<file path="src/rtl/genius_ctrl_if.sv">
// Control/status bundle between the Genius sequencer and its datapath.
//   master : the sequencer -- drives R1, R2, E1..E4, SEL, state_o, won_o;
//            samples enter and the datapath status flags.
//   slave  : the datapath / top level -- the mirror image of master.
interface genius_ctrl_if;

  // User start/confirm request (synchronised, debounced)
  logic       enter;

  // Datapath status flags
  logic       end_FPGA;
  logic       end_User;
  logic       end_time;
  logic       win;
  logic       match;

  // Datapath control lines
  logic       R1;
  logic       R2;
  logic       E1;
  logic       E2;
  logic       E3;
  logic       E4;
  logic       SEL;

  // Debug / status
  logic [2:0] state_o;
  logic       won_o;

  modport master (
    input  enter, end_FPGA, end_User, end_time, win, match,
    output R1, R2, E1, E2, E3, E4, SEL, state_o, won_o
  );

  modport slave (
    output enter, end_FPGA, end_User, end_time, win, match,
    input  R1, R2, E1, E2, E3, E4, SEL, state_o, won_o
  );

endinterface

</file>
<file path="src/rtl/genius_ctrl.sv">
// Moore sequencer for the Genius game datapath.
// Steps through INIT -> SETUP -> (SEQ -> PLAY -> CHECK -> NEXT)* -> RESULT
// and drives the datapath clear/enable lines from the state it is entering,
// so every control line is valid in the first cycle of its state.
//
// Ports:
//   CLOCK_50 : system clock, rising edge
//   R        : synchronous active-high reset
//   bus      : genius_ctrl_if.master
//              in : enter, end_FPGA, end_User, end_time, win, match
//              out: R1, R2, E1..E4, SEL, state_o, won_o
module genius_ctrl #(
  parameter int unsigned RESULT_HOLD = 50_000_000,
  parameter int unsigned CNT_W       = 26
) (
  input  logic          CLOCK_50,
  input  logic          R,
  genius_ctrl_if.master bus
);

  typedef enum logic [2:0] {
    INIT   = 3'b000,
    SETUP  = 3'b001,
    SEQ    = 3'b010,
    PLAY   = 3'b011,
    CHECK  = 3'b100,
    NEXT   = 3'b101,
    RESULT = 3'b110
  } state_t;

  localparam logic [CNT_W-1:0] HOLD_MAX = CNT_W'(RESULT_HOLD);

  state_t           state;
  state_t           state_nxt;
  logic             enter_q;
  logic             start_p;
  logic             hold_done;
  logic             won;
  logic             won_nxt;
  logic [CNT_W-1:0] hold_cnt;

  logic             r1;
  logic             r2;
  logic             e1;
  logic             e2;
  logic             e3;
  logic             e4;
  logic             sel;

  // Transition function of the game sequencer.
  function automatic state_t next_state(
    input state_t s,
    input logic   start,
    input logic   hold_ok,
    input logic   fpga_done,
    input logic   user_done,
    input logic   timeout,
    input logic   seq_match,
    input logic   last_round
  );
    state_t n;
    n = s;
    case (s)
      INIT:    n = SETUP;
      SETUP:   if (start) n = SEQ;
      SEQ:     if (fpga_done) n = PLAY;
      // A completed entry beats a timeout that lands in the same cycle.
      PLAY: begin
        if (user_done)    n = CHECK;
        else if (timeout) n = RESULT;
      end
      CHECK: begin
        if (seq_match && !last_round) n = NEXT;
        else                          n = RESULT;
      end
      NEXT:    n = SEQ;
      // Early starts are dropped so the result stays on screen long enough.
      RESULT:  if (start && hold_ok) n = INIT;
      default: n = INIT;
    endcase
    return n;
  endfunction

  // Win flag is captured when RESULT is entered from CHECK and held there.
  function automatic logic next_won(
    input state_t s,
    input state_t n,
    input logic   seq_match,
    input logic   last_round,
    input logic   won_cur
  );
    logic w;
    w = 1'b0;
    if (n == RESULT) begin
      if (s == RESULT)     w = won_cur;
      else if (s == CHECK) w = seq_match & last_round;
    end
    return w;
  endfunction

  // A held key produces one start pulse only.
  assign start_p   = bus.enter & ~enter_q;
  assign hold_done = (hold_cnt == HOLD_MAX);

  assign state_nxt = next_state(state, start_p, hold_done, bus.end_FPGA,
                                bus.end_User, bus.end_time, bus.match, bus.win);
  assign won_nxt   = next_won(state, state_nxt, bus.match, bus.win, won);

  // State, hold counter and registered Moore outputs decoded from next state.
  always_ff @(posedge CLOCK_50) begin
    if (R) begin
      state    <= INIT;
      enter_q  <= 1'b0;
      hold_cnt <= '0;
      won      <= 1'b0;
      r1       <= 1'b1;
      r2       <= 1'b1;
      e1       <= 1'b0;
      e2       <= 1'b0;
      e3       <= 1'b0;
      e4       <= 1'b0;
      sel      <= 1'b0;
    end else begin
      state   <= state_nxt;
      enter_q <= bus.enter;
      won     <= won_nxt;

      // Restart the hold on every entry to RESULT, saturate while there.
      if (state_nxt == RESULT && state != RESULT) begin
        hold_cnt <= '0;
      end else if (state == RESULT && !hold_done) begin
        hold_cnt <= hold_cnt + CNT_W'(1);
      end

      r1  <= (state_nxt == INIT);
      r2  <= (state_nxt == INIT) || (state_nxt == NEXT);
      e1  <= (state_nxt == SETUP);
      e2  <= (state_nxt == PLAY);
      e3  <= (state_nxt == SEQ);
      e4  <= (state_nxt == NEXT);
      sel <= (state_nxt == RESULT);
    end
  end

  assign bus.R1      = r1;
  assign bus.R2      = r2;
  assign bus.E1      = e1;
  assign bus.E2      = e2;
  assign bus.E3      = e3;
  assign bus.E4      = e4;
  assign bus.SEL     = sel;
  assign bus.state_o = state;
  assign bus.won_o   = won;

endmodule

</file>
<file path="src/flat_wrapper.sv">
// flat-port wrapper written by rule: the top's interface ports become plain ports
module genius_ctrl_flat 
#(
  parameter int unsigned RESULT_HOLD = 50_000_000,
  parameter int unsigned CNT_W       = 26
)
  (CLOCK_50, R, bus_enter, bus_end_FPGA, bus_end_User, bus_end_time, bus_win, bus_match, bus_R1, bus_R2, bus_E1, bus_E2, bus_E3, bus_E4, bus_SEL, bus_state_o, bus_won_o);
  genius_ctrl_if bus_i ();
  input  logic CLOCK_50;
  input  logic R;
  input wire logic [$bits(bus_i.enter)-1:0] bus_enter;
  input wire logic [$bits(bus_i.end_FPGA)-1:0] bus_end_FPGA;
  input wire logic [$bits(bus_i.end_User)-1:0] bus_end_User;
  input wire logic [$bits(bus_i.end_time)-1:0] bus_end_time;
  input wire logic [$bits(bus_i.win)-1:0] bus_win;
  input wire logic [$bits(bus_i.match)-1:0] bus_match;
  output wire logic [$bits(bus_i.R1)-1:0] bus_R1;
  output wire logic [$bits(bus_i.R2)-1:0] bus_R2;
  output wire logic [$bits(bus_i.E1)-1:0] bus_E1;
  output wire logic [$bits(bus_i.E2)-1:0] bus_E2;
  output wire logic [$bits(bus_i.E3)-1:0] bus_E3;
  output wire logic [$bits(bus_i.E4)-1:0] bus_E4;
  output wire logic [$bits(bus_i.SEL)-1:0] bus_SEL;
  output wire logic [$bits(bus_i.state_o)-1:0] bus_state_o;
  output wire logic [$bits(bus_i.won_o)-1:0] bus_won_o;
  assign bus_i.enter = bus_enter;
  assign bus_i.end_FPGA = bus_end_FPGA;
  assign bus_i.end_User = bus_end_User;
  assign bus_i.end_time = bus_end_time;
  assign bus_i.win = bus_win;
  assign bus_i.match = bus_match;
  assign bus_R1 = bus_i.R1;
  assign bus_R2 = bus_i.R2;
  assign bus_E1 = bus_i.E1;
  assign bus_E2 = bus_i.E2;
  assign bus_E3 = bus_i.E3;
  assign bus_E4 = bus_i.E4;
  assign bus_SEL = bus_i.SEL;
  assign bus_state_o = bus_i.state_o;
  assign bus_won_o = bus_i.won_o;
  genius_ctrl #(.RESULT_HOLD(RESULT_HOLD), .CNT_W(CNT_W)) u_core (.CLOCK_50(CLOCK_50), .R(R), .bus(bus_i));
endmodule
</file>
<file path="config.mk">
export PLATFORM = sky130hd
export DESIGN_NAME = genius_ctrl_flat
export DESIGN_NICKNAME = d
export VERILOG_FILES = /design/src/rtl/genius_ctrl_if.sv /design/src/rtl/genius_ctrl.sv /design/src/flat_wrapper.sv
export SDC_FILE = /design/constraint.sdc
export NUM_CORES = 1
export LEC_CHECK = 0
export ABC_CLOCK_PERIOD_IN_PS = 4400
export CAP_MARGIN = 30
export CORE_MARGIN = 4
export CORE_UTILIZATION = 23
export CTS_BUF_LIST = sky130_fd_sc_hd__clkbuf_4
export DETAILED_ROUTE_END_ITERATION = 7
export PLACE_DENSITY_LB_ADDON = 0.2
export SLEW_MARGIN = 40
export SYNTH_ARGS = -nofsm -noshare
export SYNTH_HDL_FRONTEND = slang
export SYNTH_SLANG_ARGS = --single-unit
</file>
<file path="constraint.sdc">
create_clock -name CLOCK_50 -period 4.4 [get_ports CLOCK_50]
set_clock_uncertainty 0.1 [all_clocks]
set_input_delay 0.88 -clock CLOCK_50 [delete_from_list [all_inputs] [get_ports CLOCK_50]]
set_output_delay 0.88 -clock CLOCK_50 [all_outputs]
set_load 0.1 [all_outputs]
</file>
==> flow_summary.json, run 1 <==
{
  "fin_setup_tns_ns": 0,
  "cts_root_buf": "clkbuf_4",
  "muxShareOfSynthArea_pct": 1.123,
  "fin_area_sq_mm": 0.002197,
  "crit_family": "buffers and inverters",
  "clkTransAtPathRegs_ns": 0.12,
  "worstPathMaxFanout": 18,
  "synth_compound_area_share_pct": 15.59,
  "drv_cap": 0,
  "place_congestion": 0.7873,
  "grt_pass1_wl_um": 7245,
  "synthDominantCellAreaShare_pct": 40.16,
  "initial_core_util_pct": 24.14,
  "drt-met1-wl_um": 2148,
  "ys_warn_count": 0,
  "grt_use_total_pct": 8.903,
  "die_area_sq_mm": 0.009753,
  "max-slew-margin-rel_pct": 52.55,
  "die_w_um": 98.76,
  "grt_overflow_total": 0,
  "min_period_ns": 2.562,
  "worstPathCellList": "clkdlybuf4s50_1 -> nor2b_1 -> o211ai_1 -> a31o_2 -> nand2b_2 -> buf_4 -> a21oi_1",
  "ys_seq_elements": 38,
  "reg2regPathDepth": 8,
  "cts.sinks": 38,
  "synth-edff-count": 0,
  "synth_area_sq_mm": 0.001894,
  "met3_length_um": 127,
  "drive_above_1_share_pct": 17.52,
  "cp_slowest_cell": "clkdlybuf4s50_1",
  "p_leak_nw": 0.7177,
  "fillerInstances": 874,
  "finalMaxSlewViolations": 0,
  "portBuffers": 18,
  "viasPerCell": 4.744,
  "path_buf_inv": 2,
  "pwr-share-clk_pct": 39.5,
  "r2r-start": "u_core.hold_cnt[0]",
  "ir_drop_mv": 0.1626,
  "worstPathRequired_ns": 4.53,
  "synth-simple-area-share_pct": 30.32,
  "pwr-share-seq_pct": 48.0,
  "criticalPathCategory": "input port to flop",
  "antenna_found_initial": 0,
  "cts_tree": "built",
  "clock.fmax_ghz": 0.3903,
  "yosys.area.top_type": "dfxtp_1",
  "coreArea_sq_mm": 0.007848,
  "numCtsBuffers": 5,
  "switching_power_w": 0.0002012,
  "grt_pass1_vias": 1518,
  "report.power.total_w": 0.0007500,
  "ant_nets": 0,
  "synth_ff_type": "dfxtp_1",
  "synth_nets": 226,
  "cts_buffer_depth": 2,
  "drc": 0,
  "crit_arrival_ns": 2.70,
  "setup_viol": 0,
  "critPathMaxStageDelay_ns": 0.47,
  "dpl.hpwl_um": 2967,
  "swShare_pct": 26.82,
  "route.top_layer_used": "met4",
  "fin_crit_sh_pct": 58.23,
  "min_path_cells": 2,
  "nets": 243,
  "cts_setup_buffers": 0,
  "post_dp_cell_area_sq_mm": 0.002093,
  "ys_seq_area_share_pct": 40.16,
  "avgSynthCellArea_sq_um": 8.770,
  "first_pass_iters": 4,
  "diodes": 0,
  "tightest_slew_ns": 0.7059,
  "pwr_density_cell_mw_per_mm2": 341.4,
  "synthArstFlopShare_pct": 0,
  "io_pins": 19,
  "cts_hold_buf": 0,
  "wirelength_um": 4160,
  "synthXorXnorAreaFrac_pct": 6.473,
  "synthCells": 216,
  "reg2reg_to": "u_core.hold_cnt[8]",
  "whs_endpoint": "u_core.hold_cnt[15]",
  "htree_levels": 2,
  "intPower_w": 0.0005489,
  "die_y_um": 98.76,
  "pwr-share-comb_pct": 12.5,
  "status": "finished clean",
  "met2WireLength_um": 1815,
  "start_kind": "input port",
  "synth.area.top_cells": "dfxtp_1, xor2_1, nor2_1",
  "r2r_setup_slack_ns": 2.08,
  "synthAdderAreaFrac_pct": 1.321,
  "synth_cell_types": 49,
  "rows": 32,
  "worstHoldPathType": "flop to flop",
  "hold_start": "u_core.hold_cnt[15]",
  "wl_per_cell_um": 12.38,
  "cp_num_cells": 7,
  "hold_viol": 0,
  "vias": 1594,
  "grt_setup_unrepaired": "no",
  "drt_first_iter_violations": 39,
  "cts-resized-gates": 0,
  "cp-end-kind": "flop",
  "area_growth_pct": 15.98,
  "grt_max_degree": 19,
  "synth_top_family_by_area": "simple AND/OR/NAND/NOR gates",
  "insertion_delay_ns": 0.34
}
## power groups by stage
stage	clock [W]	sequential, W	combinational (W)
2_1_floorplan	0	0.000408	0.0000347
3_3_place_gp	0	0.000368	0.000100
3_5_place_dp	0	0.000368	0.0000940
4_1_cts	0.000308	0.000360	0.0000943
5_1_grt	0.000317	0.000362	0.0000988
6_report	0.000296	0.000360	0.0000938
## cells in the mapped netlist (5+ instances only)
library cell,number
nand3_1,12
nor3_1,5
nand4_1,8
dfxtp_1,38
buf_2,6
inv_1,7
nand2_1,17
xor2_1,10
a21oi_1,7
nor2_1,23
a21oi_2,7
o31ai_1,5
or4_1,5
## logic make-up after synthesis
logic type,after synthesis
simple gates,104
compound gates,39
flops,38
buf+inv,17
xor+xnor,14
mux,2
fa+ha+maj,2
## cell type report
class,instances,area (sq um),area share [%]
tap,102,127.6,5.809
multi-input combinational,161,1041,47.38
sequential,38,760.7,34.62
inverter,7,26.28,1.196
clock buffer,5,37.54,1.708
timing repair buffer,20,140.1,6.378
clock inverter,3,63.81,2.904
## state kept, by name (all words and copies together), names as in the netlist
name and count:
u_core.bus.R2 1, u_core.bus.R1 1, u_core.hold_cnt 26, u_core.bus.E2 1, u_core.bus.E1 1, u_core.bus.SEL 1
u_core.bus.E4 1, u_core.bus.E3 1, u_core.enter_q 1, u_core.bus.state_o 3, u_core.bus.won_o 1
## worst max path at each step
| stage | from | to | slack [ns] |
|---|---|---|---|
| global route | bus_enter | u_core.hold_cnt[13] | 1.71 |
| floorplan | u_core.bus.state_o[0] | u_core.hold_cnt[15] | 1.80 |
| finish | bus_enter | u_core.hold_cnt[15] | 1.84 |
| global placement | bus_enter | u_core.hold_cnt[15] | 1.21 |
| CTS | bus_enter | u_core.hold_cnt[13] | 1.47 |
| detailed placement | bus_enter | u_core.hold_cnt[13] | 1.09 |
## through the flow
step                instances  hold slack, ns  util (%)  setup WS (ns)
floorplan                 216          0.3591         -          1.799
global placement          327          0.3945     27.28          1.208
detailed placement        328          0.3960     26.67          1.094
CTS                       336          0.4203     27.97          1.470
global route              336          0.4469     28.00          1.708
finish                    336          0.4158     28.00          1.838
## per-layer routing
layer,GRT usage (%),vias to the layer above
li1,-,815
met1,12.02,755
met2,13.74,19
met3,2.123,5
met4,3.361,0
met5,0,-
## placed cells by master (no fill, tap or decap), drive strengths merged, types with 6 or more instances in the layout
cell type	n
a21oi	14
buf	13
clkdlybuf4s50	7
dfxtp	38
inv	7
nand2	17
nand3	12
nand4	9
nor2	26
o21ai	6
o31ai	6
xor2	10
## worst register-to-register path, cell delays in order, from the launching register on
cell	delay [ns]
dfxtp_1	0.34
inv_1	0.09
ha_1	0.16
nor4b_1	0.28
nand4_1	0.22
o31ai_4	0.55
buf_4	0.28
or3_1	0.14
a21oi_2	0.05
(Power assumes the default switching activity.)
==> run 2: changes to the inputs <==
--- a/config.mk
+++ b/config.mk
@@ -5,7 +5,7 @@
 export SDC_FILE = /design/constraint.sdc
 export NUM_CORES = 1
 export LEC_CHECK = 0
-export ABC_CLOCK_PERIOD_IN_PS = 4400
+export ABC_CLOCK_PERIOD_IN_PS = 2140
 export CAP_MARGIN = 30
 export CORE_MARGIN = 4
 export CORE_UTILIZATION = 23
==> constraint.sdc (replaced) <==
create_clock -name CLOCK_50 -period 2.14 [get_ports CLOCK_50]
set_clock_uncertainty 0.1 [all_clocks]
set_input_delay 0.428 -clock CLOCK_50 [delete_from_list [all_inputs] [get_ports CLOCK_50]]
set_output_delay 0.428 -clock CLOCK_50 [all_outputs]
set_load 0.1 [all_outputs]
==> flow_summary.json, run 2 (same netlist as run 1, synthesis figures left out) <==
{
  "portBuffers": 18,
  "largest_reg_flops": 26,
  "r2r_setup_slack_ns": 0.15,
  "first_pass_iters": 4,
  "cts_hold_buf": 0,
  "drt_first_iter_violations": 35,
  "numCtsBuffers": 5,
  "place_congestion": 0.7272,
  "cts_buffer_depth": 2,
  "cts_root_buf": "clkbuf_4",
  "fin_setup_tns_ns": 0,
  "fin_crit_sh_pct": 93.02,
  "min_period_ns": 1.991,
  "area_growth_pct": 21.99,
  "dpl.hpwl_um": 3222,
  "cts_tree": "built",
  "cts.sinks": 38,
  "pwr_density_cell_mw_per_mm2": 580.8,
  "viasPerCell": 4.669,
  "crit_start": "u_core.hold_cnt[0]",
  "hold_start": "u_core.hold_cnt[15]",
  "status": "finished clean",
  "coreArea_sq_mm": 0.007848,
  "nets": 254,
  "grt_use_total_pct": 9.710,
  "cts_setup_buffers": 0,
  "setup_viol": 0,
  "drc": 0,
  "die_area_sq_mm": 0.009753,
  "grt_max_degree": 25,
  "p_leak_nw": 0.7731,
  "final_cell_mix": "dfxtp_1, nor2_1, buf_4, nand2_1, nand3_1",
  "drv_cap": 0,
  "initial_core_util_pct": 24.14,
  "grt_pass1_wl_um": 7762,
  "ant_nets": 0,
  "grt_pass1_vias": 1588,
  "antenna_found_initial": 0,
  "cp-end-kind": "flop",
  "crit_arrival_ns": 2.18,
  "start_kind": "flop",
  "worstPathMaxFanout": 24,
  "worstHoldPathType": "flop to flop",
  "grt_setup_unrepaired": "no",
  "hold_viol": 0,
  "fin_util_pct": 29.45,
  "criticalPathCategory": "flop to flop",
  "report.power.total_w": 0.001342,
  "diodes": 0,
  "rows": 32,
  "grt_overflow_total": 0,
  "ir_drop_mv": 0.1911,
  "clock.fmax_ghz": 0.5024,
  "clkTransAtPathRegs_ns": 0.12,
  "final_common_cell": "dfxtp_1",
  "tightest_slew_ns": 0.5290,
  "max-slew-margin-rel_pct": 64.74,
  "wl_per_cell_um": 12.61,
  "top_register": "u_core.hold_cnt",
  "die_y_um": 98.76,
  "io_pins": 19,
  "cts-resized-gates": 0,
  "worstPathRequired_ns": 2.33,
  "drive_above_1_share_pct": 22.45,
  "wirelength_um": 4374,
  "r2r-start": "u_core.hold_cnt[0]",
  "htree_levels": 2,
  "vias": 1620,
  "finalMaxSlewViolations": 0,
  "die_w_um": 98.76,
  "insertion_delay_ns": 0.35
}
-- run 2: cell types whose count changed in the layout (fill, tap and decap cells not counted), sizes merged --
cell	delta
buf	+11
bufinv	-2
clkbuf	+1
clkinv	+1
-- run 2: cell type report --
class / instances / area, sq um
inverter: 7 / 26.28
clock inverter: 2 / 8.758
timing repair buffer: 31 / 287.8
sequential: 38 / 769.5
clock buffer: 6 / 45.04
tap: 102 / 127.6
multi-input combinational: 161 / 1046
fill: 871 / 5537
-- run 2: final timing paths --
kind                                             to  cells past startpoint
worst max register to register  u_core.hold_cnt[16]                      8
worst min-delay path            u_core.hold_cnt[15]                      2
worst min register to register  u_core.hold_cnt[15]                      2
worst max-delay path            u_core.hold_cnt[16]                      8
-- run 2: per-layer routing --
| metal | vias up | GRT usage [%] | part of all wire [%] |
|---|---|---|---|
| li1 | 835 | - | - |
| met1 | 755 | 13.01 | 52 |
| met5 | - | 0 | 0 |
| met4 | 0 | 3.151 | 1.3 |
| met3 | 6 | 2.477 | 3.4 |
| met2 | 24 | 15.24 | 43 |
-- run 2: critical path, cell delays in order, from the launching register on --
cell and delay, ns:
dfxtp_1 0.37, inv_1 0.08, ha_1 0.20, nor4b_2 0.16, nand4_1 0.16, o31ai_4 0.08
buf_12 0.17, or4_1 0.49, a21oi_2 0.14
-- run 2: through the flow --
stage | setup WS [ns] | hold WS, ns | area [sq um] | instances
6_report | 0.1494 | 0.4129 | 2311 | 347
5_1_grt | 0.01408 | 0.4355 | 2311 | 347
4_1_cts | 0.06579 | 0.4063 | 2303 | 347
3_5_place_dp | -0.09479 | 0.3874 | 2250 | 339
3_3_place_gp | -0.08459 | 0.3850 | 2250 | 339
2_1_floorplan | 0.005881 | 0.3591 | 1903 | 216
-- run 2: where the power goes --
part,internal [W],switching (W)
registers,0.000722,0.0000151
logic,0.0000731,0.000154
clock network,0.000136,0.000241
==> run 3: changes to the inputs <==
--- a/config.mk
+++ b/config.mk
@@ -5,8 +5,8 @@
 export SDC_FILE = /design/constraint.sdc
 export NUM_CORES = 1
 export LEC_CHECK = 0
+export ABC_AREA = 1
 export ABC_CLOCK_PERIOD_IN_PS = 2140
-export CAP_MARGIN = 30
 export CORE_MARGIN = 4
 export CORE_UTILIZATION = 23
 export CTS_BUF_LIST = sky130_fd_sc_hd__clkbuf_4
==> flow_summary.json, run 3 <==
{
  "status": "finished clean",
  "reg2reg_to": "u_core.hold_cnt[22]",
  "grt_max_degree": 33,
  "cts-resized-gates": 0,
  "insertion_delay_ns": 0.35,
  "io_pins": 19,
  "cts_buffer_depth": 2,
  "avgSynthCellArea_sq_um": 6.395,
  "r2r-start": "u_core.hold_cnt[8]",
  "crit_arrival_ns": 2.10,
  "final_cells": 559,
  "synthCells": 388,
  "cts_hold_buf": 0,
  "area_growth_pct": 20.07,
  "viasPerCell": 4.036,
  "pwr_density_cell_mw_per_mm2": 575.0,
  "diodes": 0,
  "ys_warn_count": 0,
  "min_period_ns": 1.907,
  "worstPathRequired_ns": 2.34,
  "setup_viol": 0,
  "vias": 2256,
  "cts_root_buf": "clkbuf_4",
  "wirelength_um": 6066,
  "worstPathMaxFanout": 12,
  "start_kind": "flop",
  "grt_setup_unrepaired": "no",
  "rows": 37,
  "drv_cap": 0,
  "portBuffers": 18,
  "synth-edff-count": 0,
  "worstHoldPathType": "flop to flop",
  "antenna_found_initial": 0,
  "final_cell_mix": "nand2_1, inv_1, nor2_1, dfxtp_1, buf_4",
  "ys_seq_area_share_pct": 30.66,
  "grt_pass1_vias": 2218,
  "drc": 0,
  "place_inst": 551,
  "nets": 432,
  "grt_pass1_wl_um": 10600,
  "grt_use_total_pct": 10.40,
  "endpoint": "u_core.hold_cnt[22]",
  "max-slew-margin-rel_pct": 73.64,
  "largest_reg_flops": 26,
  "reg2regPathDepth": 12,
  "die_area_sq_mm": 0.01251,
  "cts_tree": "built",
  "place_congestion": 0.8121,
  "synth_most_common_cell": "nand2_1",
  "synth-simple-area-share_pct": 45.28,
  "cts_setup_buffers": 0,
  "crit_start": "u_core.hold_cnt[8]",
  "htree_levels": 2,
  "synth_ff_type": "dfxtp_1",
  "top_register": "u_core.hold_cnt",
  "cp-end-kind": "flop",
  "clkTransAtPathRegs_ns": 0.12,
  "finalMaxSlewViolations": 0,
  "synthAdderAreaFrac_pct": 1.009,
  "fin_area_sq_mm": 0.002979,
  "die_y_um": 111.9,
  "die_w_um": 111.9,
  "ir_drop_mv": 0.4136,
  "synthDominantCellAreaShare_pct": 30.66,
  "yosys.area.top_type": "dfxtp_1",
  "numCtsBuffers": 5,
  "synth_nets": 398,
  "ant_nets": 0,
  "hold_viol": 0,
  "fin_util_pct": 28.60,
  "synth_commonest_cells": "nand2_1, inv_1, nor2_1",
  "clock.fmax_ghz": 0.5243,
  "final_common_cell": "nand2_1",
  "synth_compound_area_share_pct": 5.497,
  "muxShareOfSynthArea_pct": 0,
  "fin_crit_sh_pct": 89.12,
  "wl_per_cell_um": 10.85,
  "first_pass_iters": 6,
  "synth_area_sq_mm": 0.002481,
  "initial_core_util_pct": 23.82,
  "drive_above_1_share_pct": 18.44,
  "synth_cell_types": 28,
  "tightest_slew_ns": 0.3924,
  "p_leak_nw": 1.143,
  "post_dp_cell_area_sq_mm": 0.002897,
  "synthXorXnorAreaFrac_pct": 4.942,
  "synth.area.top_cells": "dfxtp_1, nand2_1, inv_1",
  "coreArea_sq_mm": 0.01042,
  "cts.sinks": 38,
  "grt_overflow_total": 0,
  "r2r_setup_slack_ns": 0.23,
  "criticalPathCategory": "flop to flop",
  "finalHoldWorstSlack_ns": 0.4763,
  "synthArstFlopShare_pct": 0,
  "ys_seq_elements": 38,
  "dpl.hpwl_um": 4853,
  "fillerInstances": 1161,
  "drt_first_iter_violations": 65,
  "synth_top_family_by_area": "simple AND/OR/NAND/NOR gates"
}
==> run 3: cell types whose count changed in the layout (fill, tap and decap cells not counted), sizes merged, moves of 6 or more <==
cell   delta
o31ai     -6
nand3     +8
o21ai    +12
nor2     +57
inv      +56
nand2   +106
a21oi    -12
nand4     -7
==> run 3: cells by family after synthesis <==
| logic type | after synthesis |
|---|---|
| compound gates | 24 |
| xor+xnor | 14 |
| fa+ha+maj | 2 |
| buf+inv | 71 |
| flops | 38 |
| simple gates | 239 |
==> run 3: metal layers <==
| layer | GRT usage, % | vias up | part of all wire, % |
|---|---|---|---|
| met5 | 0 | - | 0 |
| met3 | 2.663 | 7 | 3.7 |
| met2 | 16.79 | 28 | 45 |
| met4 | 2.920 | 0 | 1.5 |
| met1 | 13.72 | 986 | 50 |
| li1 | - | 1235 | - |
==> run 3: how the worst min path moves through the flow <==
stage	endpoint	startpoint	cells after the start
finish	u_core.hold_cnt[25]	u_core.hold_cnt[25]	4
detailed placement	u_core.hold_cnt[23]	u_core.hold_cnt[23]	4
global route	u_core.hold_cnt[23]	u_core.hold_cnt[23]	4
CTS	u_core.hold_cnt[23]	u_core.hold_cnt[23]	4
global placement	u_core.hold_cnt[23]	u_core.hold_cnt[23]	4
floorplan	u_core.enter_q	R	1
==> run 3: report_power, final <==
group	total, W	leakage (nW)	internal [W]	switching (W)
combinational	0.000427	0.788	0.000116	0.000312
sequential	0.000755	0.309	0.000738	0.0000170
clock	0.000530	0.0463	0.000273	0.000257
total	0.00171	1.14	0.00113	0.000586
==> run 3: worst max-delay path, cell delays in order (launching register included) <==
cell,delay (ns)
dfxtp_1,0.37
inv_1,0.14
nand2_1,0.06
nor2_1,0.14
nand2_1,0.06
nor2_1,0.17
nand2_2,0.09
nand2_4,0.17
nand3_2,0.12
nand3_2,0.10
nand2_4,0.08
buf_12,0.16
nor2_1,0.08
==> run 3: per-stage QoR <==
step	total power [W]	TNS [ns]	worst slack (ns)
floorplan	0.001084	0	0.09728
global placement	0.001204	0	0.009257
detailed placement	0.001202	-0.8559	-0.05380
CTS	0.001740	0	0.1729
global route	0.001796	0	0.006265
finish	0.001713	0	0.2328
==> run 3: area by class of cell <==
class                           count  area, sq um  area share, %
Tap cell                          136        170.2          5.712
Clock buffer                        7        52.55          1.764
Multi-Input combinational cell    279         1408          47.25
Clock inverter                      1        30.03          1.008
Timing Repair Buffer               35        317.8          10.67
Inverter                           63        236.5          7.938
Sequential cell                    38        764.5          25.66
==> edit 1: new RTL, config.mk and constraints of run 3 <==
`CNT_W` is set to 26 in 2 places; all go to 34.
--- a/src/rtl/genius_ctrl.sv
+++ b/src/rtl/genius_ctrl.sv
@@ -11,7 +11,7 @@
 //              out: R1, R2, E1..E4, SEL, state_o, won_o
 module genius_ctrl #(
   parameter int unsigned RESULT_HOLD = 50_000_000,
-  parameter int unsigned CNT_W       = 26
+  parameter int unsigned CNT_W       = 34
 ) (
   input  logic          CLOCK_50,
   input  logic          R,
--- a/src/flat_wrapper.sv
+++ b/src/flat_wrapper.sv
@@ -2,7 +2,7 @@
 module genius_ctrl_flat 
 #(
   parameter int unsigned RESULT_HOLD = 50_000_000,
-  parameter int unsigned CNT_W       = 26
+  parameter int unsigned CNT_W       = 34
 )
   (CLOCK_50, R, bus_enter, bus_end_FPGA, bus_end_User, bus_end_time, bus_win, bus_match, bus_R1, bus_R2, bus_E1, bus_E2, bus_E3, bus_E4, bus_SEL, bus_state_o, bus_won_o);
   genius_ctrl_if bus_i ();
Formal check against the unedited RTL: no difference found for any inputs over 10 cycles, from zero or initial values; that may be too few to reach the edited logic, so the function may still have changed.
==> edit 1 against run 3 <==
- total power fell by 3.2%
- design area increased by 17%
- largest cell class unchanged
- largest power group unchanged
- non-clock buffer count increased by 7
- first-iteration DRC count rose by 140%
- critical path type unchanged
- setup slack worse by 0.022 ns
- combinational power down 32%
- highest routed layer unchanged
- area after synthesis increased by 18%
- critical path depth did not move
- wire length grew 31%
- sequential cell count grew 8
==> edit 1: results (changes against run 3) <==
stage	metric	value	unit	change
outcome	status	finished clean		unchanged
power	Leak	0.00135	uW	was 0.00114 uW
global_routing	first-pass GRT wire length	13500	um	was 10600 um
finish	Core Util, Final	28.4	%	was 28.6%
synthesis	mux share of post-synthesis cell area	0	%	unchanged
power	worst-case vdd ir drop	0.000383	V	was 0.000414 V
synthesis	Post-synth top cells	163 x nand2_1, 104 x nor2_1, 76 x inv_1, 46 x dfxtp_1, 19 x nand3_1		was 117 x nand2_1, 59 x inv_1, 58 x nor2_1, 38 x dfxtp_1, 18 x o21ai_0
setup_path	Crit Path Max Fanout	19		was 12
placed_design	area of placed instances	3420	um2	was 2900 um2
synthesis	sequential cell area fraction in the yosys report	31.4	%	was 30.7%
finish	share of cells above drive strength 1	11.4	%	was 18.4%
setup_path	CP delay by family, top	simple AND/OR/NAND/NOR gates		unchanged
finish	fin cells	702		was 559
placed_design	# placed instances	694		was 551
synthesis	Post-synth ARST share	0	%	unchanged
global_routing	Total GRT Usage	11.5	%	was 10.4%
synthesis	post-synthesis net count	504		was 398
clock_tree	Root Buffer	clkbuf_4		unchanged
clock_tree	setup bufs post-CTS	0		unchanged
clock_tree	CTS Buffer Depth	2		unchanged
synthesis	Post-Synth Adder-Cell Area	0.853	%	was 1.01%
synthesis	Synth Area in XOR/XNOR	6.57	%	was 4.94%
synthesis	YS warnings	0		unchanged
placed_design	HPWL after DPL	6270	um	was 4850 um
setup_path	arrival time worst endpoint	2.16	ns	was 2.10 ns
worst_hold_path	worst min path class	in2reg		was reg2reg
synthesis	top cells by area, synth	dfxtp_1 31%, nand2_1 21%, nor2_1 13%		was dfxtp_1 31%, nand2_1 18%, inv_1 8.9%
global_routing	initial antenna violation count	0		unchanged
finish	max FFs per register	34		was 26
synthesis	Synth Area in Compound Gates	5.29	%	was 5.50%
drt	DR vias/cell	4.14		was 4.04
synthesis	Yosys cell types	27		was 28
sta	Slew @ Worst Pin	0.417	ns	was 0.392 ns
finish	Nets	543		was 432
global_routing	vias in the first global route	2812		was 2218
drt	Total Routed Length	7920	um	was 6070 um
synthesis	Post-Syn Instances	494		was 388
clock_tree	Worst-Skew Late Latency	0.39	ns	was 0.35 ns
drt	1st-iter DRT viols	157		was 65
placed_design	RD Place Congestion	0.854		was 0.812
clock_tree	htree depth	2		unchanged
finish	Fillers	1395		was 1161
placed_design	Port Buffer Count	18		unchanged
power	NetSw	567	uW	was 586 uW
setup_path	critical path's slowest cell	dfxtp_1		unchanged
finish	Largest Register	u_core.hold_cnt		unchanged
global_routing	largest net degree at the start of global routing	40		was 33
synthesis	Synth top area share	31.4	%	was 30.7%
clock_tree	CTS Buf Count	5		unchanged
drt	number of iterations in the first detailed-routing pass	4		was 6
setup_path	CP max stage delay	0.37	ns	about the same
clock_tree	clock transition at the registers of the reported paths	0.17	ns	was 0.12 ns
[edit 1: changes by cell type in the layout (fill, tap and decap cells not counted), moves of 6 or more]
cell     before  now
nand2_1     117  163
nor2_1       58  103
inv_1        59   76
nor2_4       13    0
nor2_2       12    2
dfxtp_1      35   43
buf_4        25   32
o21ai_2       0    6
[edit 1: worst paths after layout]
path,cells past startpoint,from,end,slack [ns]
setup / recovery,12,u_core.hold_cnt[18],u_core.hold_cnt[29],0.21
hold / removal,3,bus_enter,u_core.enter_q,0.47
setup reg to reg,12,u_core.hold_cnt[18],u_core.hold_cnt[29],0.21
hold reg to reg,4,u_core.hold_cnt[23],u_core.hold_cnt[23],0.47
[edit 1: per-stage QoR]
step	worst slack (ns)	TNS (ns)	hold slack, ns
2_1_floorplan	0.130	0	0.400
3_3_place_gp	-0.00158	-0.00158	0.438
3_5_place_dp	0.0105	0	0.449
4_1_cts	0.0492	0	0.440
5_1_grt	0.0137	0	0.454
6_report	0.211	0	0.465
[edit 1: power groups by stage]
stage	logic (uW)	clock network (uW)	registers, uW
2_1_floorplan	78.4	0	1040
3_3_place_gp	292	0	908
3_5_place_dp	291	0	907
4_1_cts	292	517	889
5_1_grt	309	546	892
6_report	289	481	889
[edit 1: cell type report]
type / instances / area [um2] / share of cell area, %
inverters: 78 / 295 / 8.46
multi-input cells: 360 / 1630 / 46.8
repair buffers: 42 / 362 / 10.4
flip-flops and latches: 46 / 925 / 26.5
clock buffers: 5 / 37.5 / 1.08
well taps: 168 / 210 / 6.03
clock inverters: 3 / 26.3 / 0.753
[edit 1: per-layer routing]
layer	GRT usage [%]	wire [um]	share of wire, %	up-vias
met4	4.32	203	2.6	0
met5	0	0	0	-
met3	2.00	271	3.4	12
li1	-	-	-	1562
met1	15.2	3890	49	1293
met2	18.7	3560	45	39
==> edit 2: new RTL, flow settings as in run 3 <==
Without the edit above. Add an input register stage for `R`; this delays it by one clock. The other inputs are not delayed to match.
--- a/src/rtl/genius_ctrl.sv
+++ b/src/rtl/genius_ctrl.sv
@@ -29,6 +29,12 @@
   } state_t;
 
   localparam logic [CNT_W-1:0] HOLD_MAX = CNT_W'(RESULT_HOLD);
+
+  logic R_q;
+
+  always_ff @(posedge CLOCK_50) begin
+    R_q <= R;
+  end
 
   state_t           state;
   state_t           state_nxt;
@@ -108,7 +114,7 @@
 
   // State, hold counter and registered Moore outputs decoded from next state.
   always_ff @(posedge CLOCK_50) begin
-    if (R) begin
+    if (R_q) begin
       state    <= INIT;
       enter_q  <= 1'b0;
       hold_cnt <= '0;
Behaviour: not the same (a bounded check fails within 4 cycles, from zero or initial values).
==> edit 2 against run 3 <==
- total power decreased by 9.8%
- wire length increased by 2.2%
- hold slack got worse by 0.080 ns
- sequential cell count increased by 1
- critical path depth decreased by 4
- design area decreased by 0.67%
- clock power decreased by 25%
- setup slack improved by 0.041 ns
- utilization decreased by 0.32 points
- area after synthesis increased by 0.81%
- sequential power increased by 2%
- global-route usage decreased by 0.17 points
- critical path type unchanged
==> edit 2: results (changes against run 3) <==
stage	metric	value	unit	change
drt	1st-iter DRT viols	87		was 65
sta	Slew @ Worst Pin	0.328	ns	was 0.392 ns
synthesis	post-synthesis net count	399		was 398
placed_design	RD Place Congestion	0.813		was 0.812
finish	share of cells above drive strength 1	17.9	%	was 18.4%
synthesis	sequential cell area fraction in the yosys report	31.2	%	was 30.7%
power	Leak	0.00111	uW	was 0.00114 uW
placed_design	area of placed instances	2900	um2	about the same
drt	Total Routed Length	6200	um	was 6070 um
synthesis	Synth Area in Compound Gates	5.45	%	was 5.50%
synthesis	top cells by area, synth	dfxtp_1 31%, nand2_1 18%, inv_1 8.9%		unchanged
setup_path	CP delay by family, top	flip-flops		was simple AND/OR/NAND/NOR gates
setup_path	arrival time worst endpoint	2.03	ns	was 2.10 ns
drt	number of iterations in the first detailed-routing pass	4		was 6
synthesis	Post-Synth Adder-Cell Area	1.00	%	was 1.01%
placed_design	# placed instances	548		was 551
setup_path	CP max stage delay	0.45	ns	was 0.37 ns
finish	Core Util, Final	28.3	%	was 28.6%
clock_tree	Root Buffer	clkbuf_4		unchanged
drt	DR vias/cell	4.08		was 4.04
setup_path	Crit Path Max Fanout	6		was 12
outcome	status	finished clean		unchanged
finish	Fillers	1191		was 1161
placed_design	HPWL after DPL	4790	um	was 4850 um
worst_hold_path	worst min path class	in2reg		was reg2reg
global_routing	first-pass GRT wire length	10500	um	was 10600 um
finish	Nets	429		was 432
synthesis	Post-synth top cells	117 x nand2_1, 59 x inv_1, 58 x nor2_1, 39 x dfxtp_1, 18 x o21ai_0		was 117 x nand2_1, 59 x inv_1, 58 x nor2_1, 38 x dfxtp_1, 18 x o21ai_0
==> edit 2: cell count changes in the layout (fill, tap and decap cells not counted), sizes merged <==
cell	delta
buf	-4
clkbuf	-2
clkinvlp	+2
bufinv	-1
clkinv	+1
dfxtp	+1
==> edit 2: what timing repair did <==
| action | CTS | global route |
|---|---|---|
| endpoints found under the setup margin | 0 | 1 |
| hold buffers | 0 | 0 |
| resized for setup | 0 | 1 |
==> edit 2: cells by family after synthesis <==
kind of cell	after synthesis
DFF	39
buffers and inverters	71
adders and majority gates	2
and+or+nand+nor	239
xor gates and xnor gates	14
AOI/OAI and AO/OA	24
==> edit 2: path summary, 6_finish.rpt <==
kind                            from                  end  slack [ns]  cells after the start
setup / recovery  u_core.hold_cnt[0]  u_core.hold_cnt[16]        0.27                      8
hold / removal                     R           u_core.R_q        0.40                      1
setup reg to reg  u_core.hold_cnt[0]  u_core.hold_cnt[16]        0.27                      8
hold reg to reg           u_core.R_q       u_core.enter_q        0.44                      1
==> edit 2: per-layer routing <==
layer  routed length, um  part of all wire (%)  track usage [%]  up-vias
li1                    -                     -                -     1226
met2                2990                    48             17.6       37
met4                  36                  0.58             2.64        0
met5                   0                     0                0        -
met3                 242                   3.9             2.21        4
met1                2940                    47             13.0     1002
==> edit 2: worst reg2reg max path, stage by stage (launching register included) <==
cell and delay, ns:
dfxtp_1 0.45, ha_2 0.29, nand3_1 0.14, inv_1 0.14, nand2_1 0.10, nor2_1 0.16
xor2_1 0.10, a21oi_1 0.23, nor2_4 0.06
==> edit 2: per-stage QoR <==
| step | hold slack [ns] | setup slack, ns |
|---|---|---|
| 2_1_floorplan | 0.350 | 0.0972 |
| 3_3_place_gp | 0.415 | 0.0145 |
| 3_5_place_dp | 0.410 | -0.0911 |
| 4_1_cts | 0.371 | 0.170 |
| 5_1_grt | 0.363 | 0.0748 |
| 6_report | 0.397 | 0.274 |
==> edit 2: cell type report <==
cell class,instances,share of cell area [%]
inverters,63,7.99
flip-flops and latches,39,26.5
clock buffers,5,1.27
well taps,136,5.75
multi-input cells,279,47.7
repair buffers,31,10.1
clock inverters,3,0.677
==> edit 2: report_power, final <==
part / total, uW / switching, uW / internal (uW)
logic: 377 / 274 / 103
registers: 770 / 16.1 / 754
clock network: 398 / 273 / 126
total: 1550 / 563 / 983
